$ cat src/rtl/univ_shift_reg.sv
// univ_shift_reg: DEPTH x WIDTH universal shift register
// with fill tracking and a per-frame completion pulse.
module univ_shift_reg #(
  parameter int WIDTH = 1,
  parameter int DEPTH = 4,
  parameter int CW    = $clog2(DEPTH+1)
) (
  input  logic                   clk,
  input  logic                   rst,
  input  logic                   en,
  input  logic [1:0]             mode,
  input  logic [WIDTH-1:0]       sin_up,
  input  logic [WIDTH-1:0]       sin_dn,
  input  logic [WIDTH*DEPTH-1:0] pin,
  output logic [WIDTH-1:0]       sout_up,
  output logic [WIDTH-1:0]       sout_dn,
  output logic [WIDTH*DEPTH-1:0] pout,
  output logic [WIDTH*DEPTH-1:0] pout_n,
  output logic [CW-1:0]          fill_cnt,
  output logic                   full,
  output logic                   frame_done
);

  localparam int N = WIDTH*DEPTH;
  localparam logic [CW-1:0] FMAX = CW'(DEPTH);
  localparam logic [CW-1:0] LAST = CW'(DEPTH-1);

  logic [N-1:0]  q, q_nx;
  logic [CW-1:0] fill_q, fill_nx;
  logic [CW-1:0] scnt_q, scnt_nx;
  logic          fd_q, fd_nx;
  logic          shu, shd, ld, sh;

  assign shu = en & (mode == 2'b01);
  assign shd = en & (mode == 2'b10);
  assign ld  = en & (mode == 2'b11);
  assign sh  = shu | shd;

  always_comb begin
    q_nx    = q;
    fill_nx = fill_q;
    scnt_nx = scnt_q;
    fd_nx   = 1'b0;
    unique case (1'b1)
      shu: q_nx = {q[N-WIDTH-1:0], sin_up};
      shd: q_nx = {sin_dn, q[N-1:WIDTH]};
      ld: begin
        q_nx    = pin;
        fill_nx = FMAX;
        scnt_nx = '0;
      end
      default: ;
    endcase
    // Frame counter ignores direction; it only counts shifts.
    if (sh) begin
      if (fill_q != FMAX)
        fill_nx = fill_q + 1'b1;
      fd_nx   = (scnt_q == LAST);
      scnt_nx = fd_nx ? '0 : scnt_q + 1'b1;
    end
  end

  always_ff @(posedge clk) begin
    if (rst) begin
      q      <= '0;
      fill_q <= '0;
      scnt_q <= '0;
      fd_q   <= 1'b0;
    end else begin
      q      <= q_nx;
      fill_q <= fill_nx;
      scnt_q <= scnt_nx;
      fd_q   <= fd_nx;
    end
  end

  assign sout_up    = q[N-1 -: WIDTH];
  assign sout_dn    = q[WIDTH-1:0];
  assign pout       = q;
  assign pout_n     = ~q;
  assign fill_cnt   = fill_q;
  assign full       = (fill_q == FMAX);
  assign frame_done = fd_q;

endmodule

$ cat config.mk
export PLATFORM = sky130hd
export DESIGN_NAME = univ_shift_reg
export DESIGN_NICKNAME = d
export VERILOG_FILES = /design/src/rtl/univ_shift_reg.sv
export SDC_FILE = /design/constraint.sdc
export NUM_CORES = 1
export LEC_CHECK = 0
export ABC_CLOCK_PERIOD_IN_PS = 1800
export CORE_UTILIZATION = 44
export CTS_BUF_LIST = sky130_fd_sc_hd__clkbuf_4 sky130_fd_sc_hd__clkbuf_8
export CTS_CLUSTER_SIZE = 24
export DETAILED_ROUTE_END_ITERATION = 6
export PLACE_DENSITY = 0.81
export SYNTH_ARGS = -nofsm -noshare
export SYNTH_HDL_FRONTEND = slang
export SYNTH_SLANG_ARGS = --single-unit
export TNS_END_PERCENT = 20
$ cat constraint.sdc
create_clock -name clk -period 1.8 [get_ports clk]
set_clock_uncertainty 0.05 [all_clocks]
set_input_delay 0.54 -clock clk [delete_from_list [all_inputs] [get_ports clk]]
set_output_delay 0.54 -clock clk [all_outputs]
set_load 0.005 [all_outputs]
-- Word level (Yosys, flattened, before mapping)
Index checks and enable logic that the tools add are counted.
- multiplexer cells: 7
- add/sub/neg operators: 2
- reductions and logical operators: 3
- equality and inequality tests: 6
- bitwise gates (word level): 6
- operators with widths (cell ; number):
    $mux 3 ; 6
    $pmux 4 s3 ; 1
    $add 3x1->3 const B ; 2
    $eq 2x2->1 const B ; 2
    $not 4->4 ; 1
    $and 1x1->1 ; 3
    $eq 3x2->1 const B ; 1
    $eq 3x3->1 const B ; 1
    $ne 3x3->1 const B ; 1
    $reduce_bool 3->1 ; 1
    $eq 2x1->1 const B ; 1
    $reduce_bool 2->1 ; 1
    $reduce_or 2->1 ; 1
    $not 1->1 ; 1
    $or 1x1->1 ; 1
- register bits: 11
- logic and storage cells: 28
- output and inout bits: 15
- bits of input ports: 11

-- Longest topological paths before layout
Gate-level depths: netlist (run 1).
- depth after elaboration: 5
- depth in mapped cells: 5
- depth with buffers taken out: 5

-- Least setup slack after synthesis (run 1)
Ideal clock, no wire load.
- path type: input-to-reg
- from: input mode[1]
- to: register q[1], in the netlist pout[1]
- setup slack: 0.385 ns
- data arrival time: 1.223 ns
- cell stages on the path: 4
- required time: 1.608 ns
- setup time: 0.142 ns
- path buffers: 1
- path through: buf_4 -> or2b_2 -> o2bb2ai_1 -> a221oi_1
- cells in the longest elaborated chain, start to end: 3
- elaborated cells between the ends (all ways): 8
- classes of those cells: eq/ne (3); mux (1); bitwise (3); reduce/logical (1)
- ends and longest elaborated chain (what ; line ; source):
    start, declared ; 11 ; input logic [1:0] mode,
    $eq 2x2->1, or another cell as far along ; 36 ; assign ld = en & (mode == 2'b11);
    $and 1x1->1, on equally long branches ; 36, 34, 35 ;
    $pmux 4 s3 / $reduce_bool 3->1 (equally long branches) ; n/a ;
    end signal, assigned ; 70 ; q <= q_nx;
    end, declared ; 28 ; logic [N-1:0] q, q_nx;
Parallel ways exist; a longest one is shown, timed or not.
A chain may end at the register's enable or synchronous reset.

-- Worst setup path in the final report (run 1)
- from: register q[2], in the netlist pout[2]
- to: output pout_n[2]
- cells in the longest elaborated chain, start to end: 1
- ends and longest elaborated chain (what ; line ; source):
    $not 4->4 ; 80 ; assign pout_n = ~q;
    end, declared ; 18 ; output logic [WIDTH*DEPTH-1:0] pout_n,
No other way between the ends.

==> flow_summary.json, run 1 <==
{
  "slowest_delay_ns": 0.49,
  "holdBufCountCts": 0,
  "layout_setup_ws_ns": 0.0417,
  "status": "finished, final reports clean",
  "fmax_ghz": 0.569,
  "seq_area_frac_synth": 0.335,
  "yosys-top-cells-count": "11 x dfxtp_1, 7 x inv_1",
  "fin_crit_sh": 0.977,
  "via_count": 655,
  "cap_violations": 0,
  "r2r_start": "fill_cnt[1]$_SDFF_PP0_",
  "hold_ws_ns": 0.420,
  "cts_htree_levels": 1,
  "crit_path_end_kind": "output port",
  "clock_latency_ns": 0.27,
  "synth_area_leaders": "dfxtp_1 34%, mux2i_1 6.1%, ha_1 5.7%",
  "firstDrtPassIters": 5,
  "cts_tree": "built",
  "path_class": "flip-flop to output port",
  "die_x_um": 40.6,
  "syn_avg_cell_area_um2": 9.52,
  "avgRoutedWirePerCell_um": 14.1,
  "dp.final_hpwl_um": 1270,
  "rr_endpoint": "fill_cnt[0]$_SDFF_PP0_",
  "reg2reg_depth": 7,
  "start_kind": "flip-flop",
  "fin_cells": 118,
  "slew_headroom": 0.729,
  "syn_to_final_growth_pct": 54.5,
  "fin_nets": 118,
  "grt_use_total": 0.230,
  "peakVddDrop_v": 0.000368,
  "wirelength_um": 1660,
  "core_um2": 1350,
  "synth_edf_count": 0,
  "hold_path.class": "flip-flop to flip-flop",
  "path_clk_slew_ns": 0.08,
  "rsz0062_at_grt": "false",
  "finalSetupViolations": 0,
  "fillerInstances": 105,
  "ant_nets": 0,
  "holdCritStartpoint": "scnt_q[2]$_SDFFE_PP0P_",
  "drc": 0,
  "numCtsBuffers": 3,
  "synth_top_area_frac": 0.335,
  "finalHoldViolCount": 0,
  "clock_sinks": 11,
  "grt_pass1_wl_um": 2400,
  "async_reset_ff_frac": 0,
  "netlist_area_um2": 657,
  "ios": 26,
  "clk_path_buf_depth": 2,
  "drt-initial-drc-count": 11,
  "final_cell_area_um2": 1010,
  "dpl-instance-area_um2": 957,
  "maxSlewViolCount": 0,
  "place_congestion": 0.668,
  "worstMarginPinSlew_ns": 0.404,
  "num_rows": 13,
  "grt-ovfl-total": 0,
  "power_density_nw_per_um2": 640,
  "die_h_um": 40.6,
  "grt_pass1_vias": 579,
  "p_leak_nw": 0.418,
  "slowest_stage": "clkdlybuf4s50_1",
  "start_util": 0.487,
  "yosysWarnings": 0,
  "port-buffer-count": 25,
  "syn_inst": 69,
  "arrival_ns": 1.17,
  "dp.cells": 113,
  "critPathMaxFanout": 4,
  "min_to": "scnt_q[2]$_SDFFE_PP0P_",
  "crit_required_ns": 1.21,
  "synth-seq-cells": 11,
  "cts_root_buf": "clkbuf_4",
  "synth_top_area_cell": "dfxtp_1",
  "vias_per_cell": 5.55,
  "yosysMostFrequentCell": "dfxtp_1",
  "min_path_cells": 2,
  "synthesis.nets": 83,
  "min_period_ns": 1.76,
  "synth_top_flop_cell": "dfxtp_1",
  "post-place-ws_ns": -0.119,
  "synth_cell_types": 29,
  "r2r_slack_ns": 0.25,
  "antenna_found_initial": 0,
  "final_util": 0.752,
  "grt_max_degree": 15,
  "cp_cell_sequence": "inv_1 -> clkdlybuf4s50_1",
  "dieArea_um2": 1650,
  "drive_above_1_share": 0.301,
  "antennaDiodeCount": 0
}
through the flow:
stage,TNS [ns],total power [mW]
detailed placement,-0.638,0.462
global route,0,0.687
global placement,-0.226,0.455
finish,0,0.649
CTS,0,0.650
floorplan,0,0.361
worst max-delay path by stage:
stage	to	slack, ns	cells past startpoint	start
2_1_floorplan	pout[1]$_SDFFE_PP0P_	0.38	4	mode[1]
3_3_place_gp	fill_cnt[0]$_SDFF_PP0_	-0.07	4	mode[1]
3_5_place_dp	pout[0]$_SDFFE_PP0P_	-0.12	4	mode[0]
4_1_cts	full	0.007	4	fill_cnt[1]$_SDFF_PP0_
5_1_grt	full	0.0008	4	fill_cnt[1]$_SDFF_PP0_
6_report	pout_n[2]	0.04	2	pout[2]$_SDFFE_PP0P_
area by class of cell:
cell class / count / area (µm²) / area share
Timing Repair Buffer: 36 / 339 / 0.334
Tap cell: 15 / 18.8 / 0.0185
Clock buffer: 4 / 30.0 / 0.0296
Multi-Input combinational cell: 45 / 372 / 0.366
Inverter: 7 / 26.3 / 0.0259
Sequential cell: 11 / 229 / 0.226
cells by family after synthesis:
logic type | count (synthesis) | share of synthesized area
adders and majority gates | 5 | 0.0895
xor gates and xnor gates | 1 | 0.0419
AOI/OAI and AO/OA | 21 | 0.232
buffers and inverters | 13 | 0.107
DFF | 11 | 0.335
muxes | 4 | 0.0610
and+or+nand+nor | 14 | 0.133
metal layers:
layer  GRT usage  vias up  wire, µm
met5           0        -         0
met4       0.100        0        19
met3      0.0489        2        79
met2       0.440       26       911
met1       0.234      307       648
li1            -      320         -
registers in the layout, indices dropped and copies added (netlist names):
| register | count |
|---|---|
| frame_done | 1 |
| fill_cnt | 3 |
| scnt_q | 3 |
| pout | 4 |
critical path: cells and delay by family (launching register included):
kind | cells | cell delay, ns
buf+inv | 2 | 0.55
flops | 1 | 0.34
power breakdown:
| group | switching, mW | internal [mW] |
|---|---|---|
| Clock | 0.0855 | 0.101 |
| Sequential | 0.0134 | 0.261 |
| Combinational | 0.0727 | 0.116 |
| Total | 0.172 | 0.478 |
cell usage in the layout, fill, tap and decap left out, types with 2 or more instances in the layout:
master	count
clkdlybuf4s50_1	19
buf_4	11
dfxtp_2	7
inv_1	5
a21oi_1	4
mux2i_1	4
o2bb2ai_1	4
a221oi_1	4
clkbuf_4	4
dfxtp_1	4
nand2_1	3
nand2b_1	3
dlymetal6s2s_1	3
inv_2	2
o21a_1	2
nand4b_1	2
a31oi_1	2
ha_1	2
dlygate4sd2_1	2
timing repair:
item                       4_1_cts  5_1_grt
setup buffers                    0        1
setup endpoints to repair        4        8
pin swaps                        0        1
gates resized for setup         11        8
(Power assumes the default switching activity.)
==> inputs of run 2 (changes only) <==
--- a/config.mk
+++ b/config.mk
@@ -11,6 +11,7 @@
 export CTS_CLUSTER_SIZE = 24
 export DETAILED_ROUTE_END_ITERATION = 6
 export PLACE_DENSITY = 0.81
+export SKIP_LAST_GASP = 1
 export SYNTH_ARGS = -nofsm -noshare
 export SYNTH_HDL_FRONTEND = slang
 export SYNTH_SLANG_ARGS = --single-unit
==> flow_summary.json, run 2 (synthesis gave the netlist of run 1 again) <==
{
  "path_clk_slew_ns": 0.08,
  "syn_to_final_growth_pct": 53.0,
  "r2r_slack_ns": 0.23,
  "worstMarginPinSlew_ns": 0.388,
  "start_kind": "flip-flop",
  "core_um2": 1350,
  "port-buffer-count": 25,
  "critical-path-top-delay-family": "buffers and inverters",
  "finalSetupViolations": 0,
  "cp_cell_sequence": "inv_1 -> clkdlybuf4s50_1",
  "rsz0062_at_grt": "true",
  "most-common-layout-cells": "22 x clkdlybuf4s50_1, 11 x buf_4, 9 x dfxtp_1, 6 x inv_1",
  "avgRoutedWirePerCell_um": 14.0,
  "largest_reg_flops": 4,
  "hold_path.class": "flip-flop to flip-flop",
  "firstDrtPassIters": 4,
  "finalHoldViolCount": 0,
  "antennaDiodeCount": 0,
  "grt_pass1_vias": 579,
  "cp.depth": 2,
  "place_congestion": 0.668,
  "peakVddDrop_v": 0.000356,
  "clk_path_buf_depth": 2,
  "fin_nets": 118,
  "antenna_found_initial": 0,
  "drt-initial-drc-count": 10,
  "crit_start": "pout[3]$_SDFFE_PP0P_",
  "crit_path_end_kind": "output port",
  "die_h_um": 40.6,
  "wirelength_um": 1660,
  "p_comb_frac": 0.294,
  "cap_violations": 0,
  "fillerInstances": 105,
  "maxSlewViolCount": 0,
  "ant_nets": 0,
  "clock_latency_ns": 0.27,
  "dp.final_hpwl_um": 1270,
  "met1Wirelength_um": 636,
  "dieArea_um2": 1650,
  "fmax_ghz": 0.557,
  "route.met3.wl_um": 73,
  "critPathMaxFanout": 4,
  "layout_setup_ws_ns": 0.00567,
  "cp_num_buf_inv": 2,
  "path_class": "flip-flop to output port",
  "crit_required_ns": 1.21,
  "num_rows": 13,
  "slowest_stage": "clkdlybuf4s50_1",
  "rr_endpoint": "fill_cnt[0]$_SDFF_PP0_",
  "swShare": 0.262,
  "p_int_mw": 0.478,
  "grt_pass1_wl_um": 2400,
  "wl_met2_um": 925,
  "drive_above_1_share": 0.243,
  "p_sw_mw": 0.170,
  "p_leak_nw": 0.418,
  "clkPwrFrac": 0.286,
  "cts_tree": "built",
  "tns_ns": 0,
  "cts_htree_levels": 1,
  "min_period_ns": 1.79,
  "power_density_nw_per_um2": 645,
  "slowest_delay_ns": 0.50,
  "topRoutingLayerUsed": "met4",
  "vias_per_cell": 5.42,
  "ios": 26,
  "grt-ovfl-total": 0,
  "slew_headroom": 0.740,
  "cts_root_buf": "clkbuf_4",
  "grt_max_degree": 15,
  "start_util": 0.487,
  "grt_use_total": 0.230,
  "r2r_start": "fill_cnt[1]$_SDFF_PP0_",
  "final_util": 0.744,
  "numCtsBuffers": 3,
  "drc": 0,
  "fin_crit_sh": 0.997,
  "arrival_ns": 1.20,
  "endpoint": "pout_n[3]",
  "reg2reg_depth": 7,
  "via_count": 640,
  "die_x_um": 40.6,
  "final_common_cell": "clkdlybuf4s50_1",
  "status": "finished, final reports clean",
  "seq_power_share": 0.420,
  "post-place-ws_ns": -0.119,
  "clock_sinks": 11,
  "finalPower_mw": 0.648
}
==> run 2: changes by cell type in the layout (fill, tap and decap cells not counted), sizes merged <==
cell	delta
clkdlybuf4s50	+3
dlygate4sd2	-1
dlymetal6s2s	-2
==> run 2: power by group through the flow <==
stage                     clock network, mW  logic (mW)  registers [mW]
final                                 0.185       0.191           0.272
after floorplan                           0      0.0844           0.277
after global routing                  0.204       0.209           0.274
after CTS                             0.191       0.186           0.272
after detailed placement                  0       0.185           0.277
after global placement                    0       0.180           0.275
==> run 2: area by class of cell <==
cell class,instances,area (µm²),share of cell area
clock buffers,4,30.0,0.0299
inverters,7,26.3,0.0262
multi-input cells,45,372,0.370
flip-flops and latches,11,223,0.222
well taps,15,18.8,0.0187
repair buffers,36,335,0.334
==> run 2: per-layer routing <==
metal | vias up | track usage
met5 | - | 0
met4 | 0 | 0.100
met3 | 2 | 0.0489
met2 | 22 | 0.440
met1 | 299 | 0.234
li1 | 317 | -
==> run 2: worst min-delay path by stage <==
stage,slack (ns),from,endpoint,cells past startpoint
floorplan,0.37,scnt_q[2]$_SDFFE_PP0P_,scnt_q[2]$_SDFFE_PP0P_,2
global placement,0.39,scnt_q[2]$_SDFFE_PP0P_,scnt_q[2]$_SDFFE_PP0P_,2
detailed placement,0.41,scnt_q[2]$_SDFFE_PP0P_,scnt_q[2]$_SDFFE_PP0P_,2
CTS,0.42,scnt_q[2]$_SDFFE_PP0P_,scnt_q[2]$_SDFFE_PP0P_,2
global route,0.44,scnt_q[2]$_SDFFE_PP0P_,scnt_q[2]$_SDFFE_PP0P_,2
finish,0.42,scnt_q[2]$_SDFFE_PP0P_,scnt_q[2]$_SDFFE_PP0P_,2
==> run 2: through the flow <==
| step | hold WS (ns) | instances | cell area (µm²) |
|---|---|---|---|
| after floorplan | 0.371 | 69 | 657 |
| after global placement | 0.386 | 113 | 957 |
| after detailed placement | 0.407 | 113 | 957 |
| after CTS | 0.421 | 117 | 992 |
| after global routing | 0.440 | 118 | 1000 |
| final | 0.416 | 118 | 1000 |
==> run 2: what timing repair did <==
| action | CTS | global route |
|---|---|---|
| pin swaps | 0 | 1 |
| hold buffers | 0 | 0 |
| gates resized for setup | 8 | 2 |
| endpoints found under the setup margin | 4 | 11 |
| setup buffers | 0 | 1 |
==> run 2: worst min-delay path: stages (launching register included) <==
cell and delay [ns]:
dfxtp_1 0.32, nand2b_1 0.07, a21oi_1 0.04
==> inputs of run 3 (changes only) <==
--- a/config.mk
+++ b/config.mk
@@ -8,6 +8,7 @@
 export ABC_CLOCK_PERIOD_IN_PS = 1800
 export CORE_UTILIZATION = 44
 export CTS_BUF_LIST = sky130_fd_sc_hd__clkbuf_4 sky130_fd_sc_hd__clkbuf_8
+export CTS_CLUSTER_DIAMETER = 200
 export CTS_CLUSTER_SIZE = 24
 export DETAILED_ROUTE_END_ITERATION = 6
 export PLACE_DENSITY = 0.81
==> results of run 3 <==
No change in the layout: final DEF, timing and power equal those of run 2.
